$ cat config.mk
export PLATFORM = sky130hd
export DESIGN_NAME = aes_block_serializer_flat
export DESIGN_NICKNAME = d
export VERILOG_FILES = /design/src/rtl/aes_block_serializer_pkg.sv /design/src/rtl/aes_block_serializer_if.sv /design/src/rtl/aes_block_serializer_word_mux.sv /design/src/rtl/aes_block_serializer.sv /design/src/flat_wrapper.sv
export SDC_FILE = /design/constraint.sdc
export NUM_CORES = 1
export LEC_CHECK = 0
export CORE_MARGIN = 8
export CORE_UTILIZATION = 35
export DETAILED_ROUTE_END_ITERATION = 16
export MAX_ROUTING_LAYER = met4
export PLACE_DENSITY = 0.7
export SETUP_SLACK_MARGIN = 0.4
export SYNTH_ARGS = -nofsm -noshare
export SYNTH_HDL_FRONTEND = slang
export SYNTH_SLANG_ARGS = --single-unit
$ cat constraint.sdc
create_clock -name clk_i -period 2.66 [get_ports clk_i]
set_input_delay 0.798 -clock clk_i [delete_from_list [all_inputs] [get_ports clk_i]]
set_output_delay 0.798 -clock clk_i [all_outputs]
set_load 0.01 [all_outputs]
$ cat src/rtl/aes_block_serializer_pkg.sv
// Shared AES package: block/word geometry, serializer state encoding and
// the serializer progress-flag bundle. Also used by the AES engine.
package aes_package;

  localparam int unsigned AES_BLOCK_WIDTH     = 128;
  localparam int unsigned AES_WORD_WIDTH      = 32;
  localparam int unsigned AES_WORDS_PER_BLOCK = 4;

  localparam int unsigned AES_SER_IDX_WIDTH = $clog2(AES_WORDS_PER_BLOCK);
  localparam int unsigned AES_SER_CNT_WIDTH = 16;

  typedef enum logic [0:0] {
    SER_IDLE = 1'b0,
    SER_SEND = 1'b1
  } aes_ser_state_e;

  typedef struct packed {
    logic                         busy;
    logic [AES_SER_IDX_WIDTH-1:0] word_idx;
    logic [AES_SER_CNT_WIDTH-1:0] blocks_done;
  } flags_serializer_t;

endpackage

$ cat src/rtl/aes_block_serializer_if.sv
// HWPE stream interface: data/valid/ready/strb word channel.
// source/master drive data, sink/slave provide ready.
interface hwpe_stream_intf_stream #(
  parameter int unsigned DATA_WIDTH = 32
) ();

  localparam int unsigned STRB_WIDTH = DATA_WIDTH / 8;

  logic                  valid;
  logic                  ready;
  logic [DATA_WIDTH-1:0] data;
  logic [STRB_WIDTH-1:0] strb;

  modport source (output valid, output data, output strb, input  ready);
  modport sink   (input  valid, input  data, input  strb, output ready);
  modport master (output valid, output data, output strb, input  ready);
  modport slave  (input  valid, input  data, input  strb, output ready);

endinterface

$ cat src/rtl/aes_block_serializer_word_mux.sv
// aes_word_mux: combinational selection of one word out of a block.
// Build option AES_SER_WORD_REVERSE_EN: when defined, index 0 selects the
// most-significant word; otherwise index 0 selects bits [WORD_WIDTH-1:0].
module aes_word_mux #(
  parameter int unsigned BLOCK_WIDTH     = 128,
  parameter int unsigned WORD_WIDTH      = 32,
  parameter int unsigned WORDS_PER_BLOCK = 4,
  parameter int unsigned IDX_W           = $clog2(WORDS_PER_BLOCK)
) (
  input  logic [BLOCK_WIDTH-1:0] blk_i,
  input  logic [IDX_W-1:0]       idx_i,
  output logic [WORD_WIDTH-1:0]  word_o
);

  // Pick the word addressed by idx_i; out-of-range indices give zero.
  always_comb begin
    word_o = '0;
    for (int k = 0; k < int'(WORDS_PER_BLOCK); k++) begin
      if (idx_i == IDX_W'(k)) begin
`ifdef AES_SER_WORD_REVERSE_EN
        word_o = blk_i[BLOCK_WIDTH-1-k*WORD_WIDTH -: WORD_WIDTH];
`else
        word_o = blk_i[k*WORD_WIDTH +: WORD_WIDTH];
`endif
      end
    end
  end

endmodule

$ cat src/rtl/aes_block_serializer.sv
// aes_block_serializer: takes one AES result block over valid/ready and
// emits it as WORDS_PER_BLOCK words on an HWPE stream source, with
// zero-bubble chaining of consecutive blocks and per-job progress flags.
// Word order is selected by AES_SER_WORD_REVERSE_EN inside aes_word_mux.
//
// state    | meaning
// ---------+-----------------------------------------------------------
// SER_IDLE | no block held; blk_ready_o high, stream valid low
// SER_SEND | block held; word idx presented on d_o until handshaken
module aes_block_serializer
  import aes_package::*;
#(
  parameter int unsigned BLOCK_WIDTH     = AES_BLOCK_WIDTH,
  parameter int unsigned WORD_WIDTH      = AES_WORD_WIDTH,
  parameter int unsigned WORDS_PER_BLOCK = AES_WORDS_PER_BLOCK,
  parameter int unsigned CNT_WIDTH       = AES_SER_CNT_WIDTH,
  localparam int unsigned IDX_W          = $clog2(WORDS_PER_BLOCK)
) (
  input  logic                   clk_i,
  input  logic                   rst_ni,
  input  logic                   test_mode_i,
  input  logic                   clear_i,
  input  logic [BLOCK_WIDTH-1:0] blk_data_i,
  input  logic                   blk_valid_i,
  output logic                   blk_ready_o,
  hwpe_stream_intf_stream.source d_o,
  output logic                   busy_o,
  output logic [IDX_W-1:0]       word_idx_o,
  output logic [CNT_WIDTH-1:0]   blocks_done_o
);

  localparam logic [0:0]       ST_IDLE  = SER_IDLE;
  localparam logic [0:0]       ST_SEND  = SER_SEND;
  localparam logic [IDX_W-1:0] LAST_IDX = IDX_W'(WORDS_PER_BLOCK - 1);

  logic [0:0]             state_q, state_d;
  logic [BLOCK_WIDTH-1:0] blk_q, blk_d;
  logic [IDX_W-1:0]       idx_q, idx_d;
  logic [CNT_WIDTH-1:0]   done_q, done_d;

  logic                  send;
  logic                  word_hs;
  logic                  last_hs;
  logic                  blk_ready;
  logic                  blk_accept;
  logic [WORD_WIDTH-1:0] word;

  // Test mode has no functional effect on this block.
  logic unused_test_mode;
  assign unused_test_mode = test_mode_i;

  // Handshake decode; a new block may enter on the last-word handshake so
  // consecutive blocks stream without a gap. Clear blocks acceptance.
  always_comb begin
    send       = (state_q == ST_SEND);
    word_hs    = send & d_o.ready;
    last_hs    = word_hs & (idx_q == LAST_IDX);
    blk_ready  = ~clear_i & (~send | last_hs);
    blk_accept = blk_valid_i & blk_ready;
  end

  // Next-state logic; the block register only changes on acceptance, so
  // the presented word is stable while the sink stalls.
  always_comb begin
    state_d = state_q;
    blk_d   = blk_q;
    idx_d   = idx_q;
    done_d  = done_q;
    if (clear_i) begin
      state_d = ST_IDLE;
      blk_d   = '0;
      idx_d   = '0;
      done_d  = '0;
    end else begin
      if (word_hs) begin
        idx_d = idx_q + IDX_W'(1);
      end
      if (last_hs) begin
        state_d = ST_IDLE;
        idx_d   = '0;
        done_d  = done_q + CNT_WIDTH'(1);
      end
      if (blk_accept) begin
        state_d = ST_SEND;
        blk_d   = blk_data_i;
        idx_d   = '0;
      end
    end
  end

  // State, block register, word index and completed-block counter.
  always_ff @(posedge clk_i or negedge rst_ni) begin
    if (!rst_ni) begin
      state_q <= ST_IDLE;
      blk_q   <= '0;
      idx_q   <= '0;
      done_q  <= '0;
    end else begin
      state_q <= state_d;
      blk_q   <= blk_d;
      idx_q   <= idx_d;
      done_q  <= done_d;
    end
  end

  aes_word_mux #(
    .BLOCK_WIDTH     (BLOCK_WIDTH),
    .WORD_WIDTH      (WORD_WIDTH),
    .WORDS_PER_BLOCK (WORDS_PER_BLOCK),
    .IDX_W           (IDX_W)
  ) u_word_mux (
    .blk_i  (blk_q),
    .idx_i  (idx_q),
    .word_o (word)
  );

  assign d_o.valid     = send;
  assign d_o.data      = word;
  assign d_o.strb      = '1;
  assign blk_ready_o   = blk_ready;
  assign busy_o        = send;
  assign word_idx_o    = idx_q;
  assign blocks_done_o = done_q;

endmodule
$ cat src/flat_wrapper.sv
// flat-port wrapper written by rule: the top's interface ports become plain ports
module aes_block_serializer_flat import aes_package::*;
#(
  parameter int unsigned BLOCK_WIDTH     = AES_BLOCK_WIDTH,
  parameter int unsigned WORD_WIDTH      = AES_WORD_WIDTH,
  parameter int unsigned WORDS_PER_BLOCK = AES_WORDS_PER_BLOCK,
  parameter int unsigned CNT_WIDTH       = AES_SER_CNT_WIDTH,
  localparam int unsigned IDX_W          = $clog2(WORDS_PER_BLOCK)
)
  (clk_i, rst_ni, test_mode_i, clear_i, blk_data_i, blk_valid_i, blk_ready_o, busy_o, word_idx_o, blocks_done_o, d_o_valid, d_o_data, d_o_strb, d_o_ready);
  hwpe_stream_intf_stream d_o_i ();
  input  logic clk_i;
  input  logic rst_ni;
  input  logic test_mode_i;
  input  logic clear_i;
  input  logic [BLOCK_WIDTH-1:0] blk_data_i;
  input  logic blk_valid_i;
  output logic blk_ready_o;
  output logic busy_o;
  output logic [IDX_W-1:0] word_idx_o;
  output logic [CNT_WIDTH-1:0] blocks_done_o;
  output wire logic [$bits(d_o_i.valid)-1:0] d_o_valid;
  output wire logic [$bits(d_o_i.data)-1:0] d_o_data;
  output wire logic [$bits(d_o_i.strb)-1:0] d_o_strb;
  input wire logic [$bits(d_o_i.ready)-1:0] d_o_ready;
  assign d_o_valid = d_o_i.valid;
  assign d_o_data = d_o_i.data;
  assign d_o_strb = d_o_i.strb;
  assign d_o_i.ready = d_o_ready;
  aes_block_serializer #(.BLOCK_WIDTH(BLOCK_WIDTH), .WORD_WIDTH(WORD_WIDTH), .WORDS_PER_BLOCK(WORDS_PER_BLOCK), .CNT_WIDTH(CNT_WIDTH)) u_core (.clk_i(clk_i), .rst_ni(rst_ni), .test_mode_i(test_mode_i), .clear_i(clear_i), .blk_data_i(blk_data_i), .blk_valid_i(blk_valid_i), .blk_ready_o(blk_ready_o), .d_o(d_o_i), .busy_o(busy_o), .word_idx_o(word_idx_o), .blocks_done_o(blocks_done_o));
endmodule
==> qor.txt <==
status -> complete, but fails checks
failing checks -> setup timing
worst path bufs/invs -> 4
Max-Cap Viols -> 0
Post-synth EDFFs -> 0
Seq/Total Area, Yosys -> 0.503
P_leak -> 4.88 nW
die area -> 0.0258 mm2
Placed Cells -> 1258
top-level port count -> 191
Routability Congestion -> 0.756
final setup fails -> 32
worst path required time -> 1.86 ns
initial antenna violation count -> 0
Hold Slack -> 0.245 ns
CP top delay family -> buffers and inverters
Syn Area/Cell -> 8.92 um2
reg-to-reg slack, setup -> 0.36 ns
kind of critical path -> flop to output port
Post-Syn Area -> 0.00731 mm2
post-DR vias/cell -> 4.89
worst r2r src -> u_core.word_idx_o[0]
main area contributors after synthesis -> dfrtp_1 (50%), nand2b_1 (11%), o21ai_1 (8.8%)
First DRT Iteration DRCs -> 340
Critical Path, Cell by Cell -> inv_2, ha_2, buf_4, buf_4, a221oi_2, o31ai_2, clkdlybuf4s15_2
Clock Latency Late Sink -> 0.42 ns
sequential share of power -> 0.406
Worst path most repeated cell -> buf_4
slowest stage cell on the critical path -> dfrtp_1
FF-to-FF End -> u_core.blk_q[25]
CTS clock-pin slew for the worst setup and hold paths -> 0.06 ns
RSZ-0062 raised after global routing -> true
Synth Instances -> 819
total power -> 0.00605 W
sw frac -> 0.247
Comb pwr share -> 0.159
Starting Density -> 0.352
top cell type's share of synthesized area -> 0.503
CTS max path bufs -> 2
Synth area leader -> dfrtp_1
worst slew pin tran -> 0.586 ns
CTS buffer count -> 17
FF-to-FF path depth -> 12
crit-path max FO -> 8
Worst Path Arrival -> 2.08 ns
FF+latch count, synth -> 147
fin. max-slew vios -> 0
Cell Count, Final, Fillers Out -> 1326
clock root cell -> clkbuf_16
critical path launch point type -> flop
hold crit path type -> primary input to async pin
DP Wirelength -> 14.2 mm
Die H -> 160 um
pin count of the biggest net entering global routing -> 136
ys flop type -> dfrtp_1
area of the core -> 0.0208 mm2
overall routing resource usage -> 0.174
TNS Setup -> -4.50 ns
drt drc -> 0
P_int -> 0.00456 W
Yosys cell types -> 36
PwrDens -> 531 mW/mm2
wire length of the first global-routing pass -> 35.5 mm
final WL -> 23.4 mm
Horiz. Die Dim -> 160 um
Clock Sinks -> 147
Final Cycle Share -> 1.08
Antenna Nets Post-Route -> 0
CP endpoint kind -> output port
highest clock rate -> 347 MHz
vias in the first global route -> 6694
CTS tree -> built
drt pass-1 iters -> 4
# hold bufs at CTS -> 0
# diodes -> 0
H-tree depth -> 4
worst slew margin relative to its limit -> 0.610
nets@finish -> 1177
FP Rows -> 53
async set or reset register ratio after synthesis -> 1.00
fillers -> 1844
DP Worst Slack -> -0.215 ns
final hold vios -> 0
Fin Clk Skew -> 0.0148 ns
Clk pwr share -> 0.435
DR WL/cell -> 17.7 um
worst stage delay on the critical path -> 0.39 ns
via count -> 6478
layout cells sized above 1 -> 0.221
grt ovf -> 0
Final Critical Period -> 2.88 ns
synthesis warning total -> 0
synthesis-to-finish area growth -> 55.8%
I/O Buffers -> 185
Peak supply drop -> 0.444 mV
crit path setup slack, layout -> -0.218 ns
Psw -> 0.00149 W
-- cells in the mapped netlist (2+ instances only) --
master / n
inv_1: 4
a221oi_1: 31
or3_1: 5
nor4_1: 2
nor3_1: 5
nor2_1: 15
xor2_1: 2
buf_4: 9
o31ai_1: 31
mux2i_1: 2
o21ai_1: 128
nand2_1: 166
nor2b_1: 33
nand4_1: 3
dfrtp_1: 147
nand2b_1: 129
ha_1: 5
xnor2_1: 7
a21oi_1: 9
nand3_1: 4
buf_2: 14
o21ai_0: 6
clkbuf_1: 49
-- power by group through the flow --
stage / registers, W / logic (W) / clock network [W]
2_1_floorplan: 0.00246 / 0.000375 / 0
3_3_place_gp: 0.00247 / 0.000849 / 0
3_5_place_dp: 0.00248 / 0.000854 / 0
4_1_cts: 0.00245 / 0.000922 / 0.00268
5_1_grt: 0.00247 / 0.00104 / 0.00277
6_report: 0.00246 / 0.000961 / 0.00263
-- metal layers --
metal	track usage	vias to the layer above	part of all wire
li1	-	3192	-
met1	0.220	3129	0.46
met2	0.277	144	0.48
met3	0.0468	13	0.048
met4	0.0310	0	0.0071
met5	-	-	0
-- stage by stage --
stage	area, um2	utilization
after floorplan	7550	-
after global placement	9970	0.480
after detailed placement	9970	0.480
after CTS	11000	0.532
after global routing	11400	0.548
final	11400	0.548
-- layout make-up --
class	instances	area, um2	share of cell area
clock buffers	21	470	0.0413
clock inverters	11	173	0.0152
inverters	4	15.0	0.00132
multi-input cells	598	3770	0.332
flip-flops and latches	147	3680	0.324
well taps	275	344	0.0302
repair buffers	270	2920	0.257
-- how the worst max path moves through the flow --
stage                                    start      endpoint  slack [ns]  cells past startpoint
after floorplan           u_core.word_idx_o[1]   d_o_data[0]        0.38                      7
after global placement               d_o_ready   blk_ready_o       -0.21                      4
after detailed placement             d_o_ready   blk_ready_o       -0.22                      4
after CTS                 u_core.word_idx_o[1]  d_o_data[12]       -0.23                      7
after global routing      u_core.word_idx_o[0]  d_o_data[16]       -0.33                      9
final                     u_core.word_idx_o[1]  d_o_data[12]       -0.22                      7
-- kinds of logic (layout without fill, tap and decap cells) --
group,Yosys count,in the layout,synth area share
compound gates,209,209,0.172
xor+xnor,9,9,0.0108
fa+ha+maj,5,5,0.00856
buf+inv,77,306,0.0466
flops,147,147,0.503
mux,3,3,0.00428
other cells,1,4,0.000513
simple gates,368,368,0.254
-- what timing repair did --
| action | 4_1_cts | 5_1_grt |
|---|---|---|
| endpoints found under the setup margin | 54 | 160 |
| buffers inserted | 9 | 13 |
| resized for setup | 179 | 17 |
| pin swaps | 7 | 6 |
| cloned | 6 | 8 |
-- cell usage in the layout (no fill, tap or decap), types with 21 or more instances in the layout --
cell type | netlist | final
dfrtp_1 | 147 | 142
buf_12 | 0 | 21
clkbuf_16 | 0 | 25
o31ai_2 | 0 | 30
a221oi_2 | 0 | 24
nand2_1 | 166 | 166
buf_2 | 14 | 29
clkdlybuf4s50_1 | 0 | 145
buf_4 | 9 | 41
nand2b_1 | 129 | 129
nor2b_1 | 33 | 31
o21ai_1 | 128 | 128
-- flip-flops by register name, indices dropped and copies added (netlist names) --
signal and count:
u_core.blk_q 128, u_core.blocks_done_o 16, u_core.word_idx_o 2, u_core.busy_o 1
Note: power is estimated with default switching activity, not from simulation.
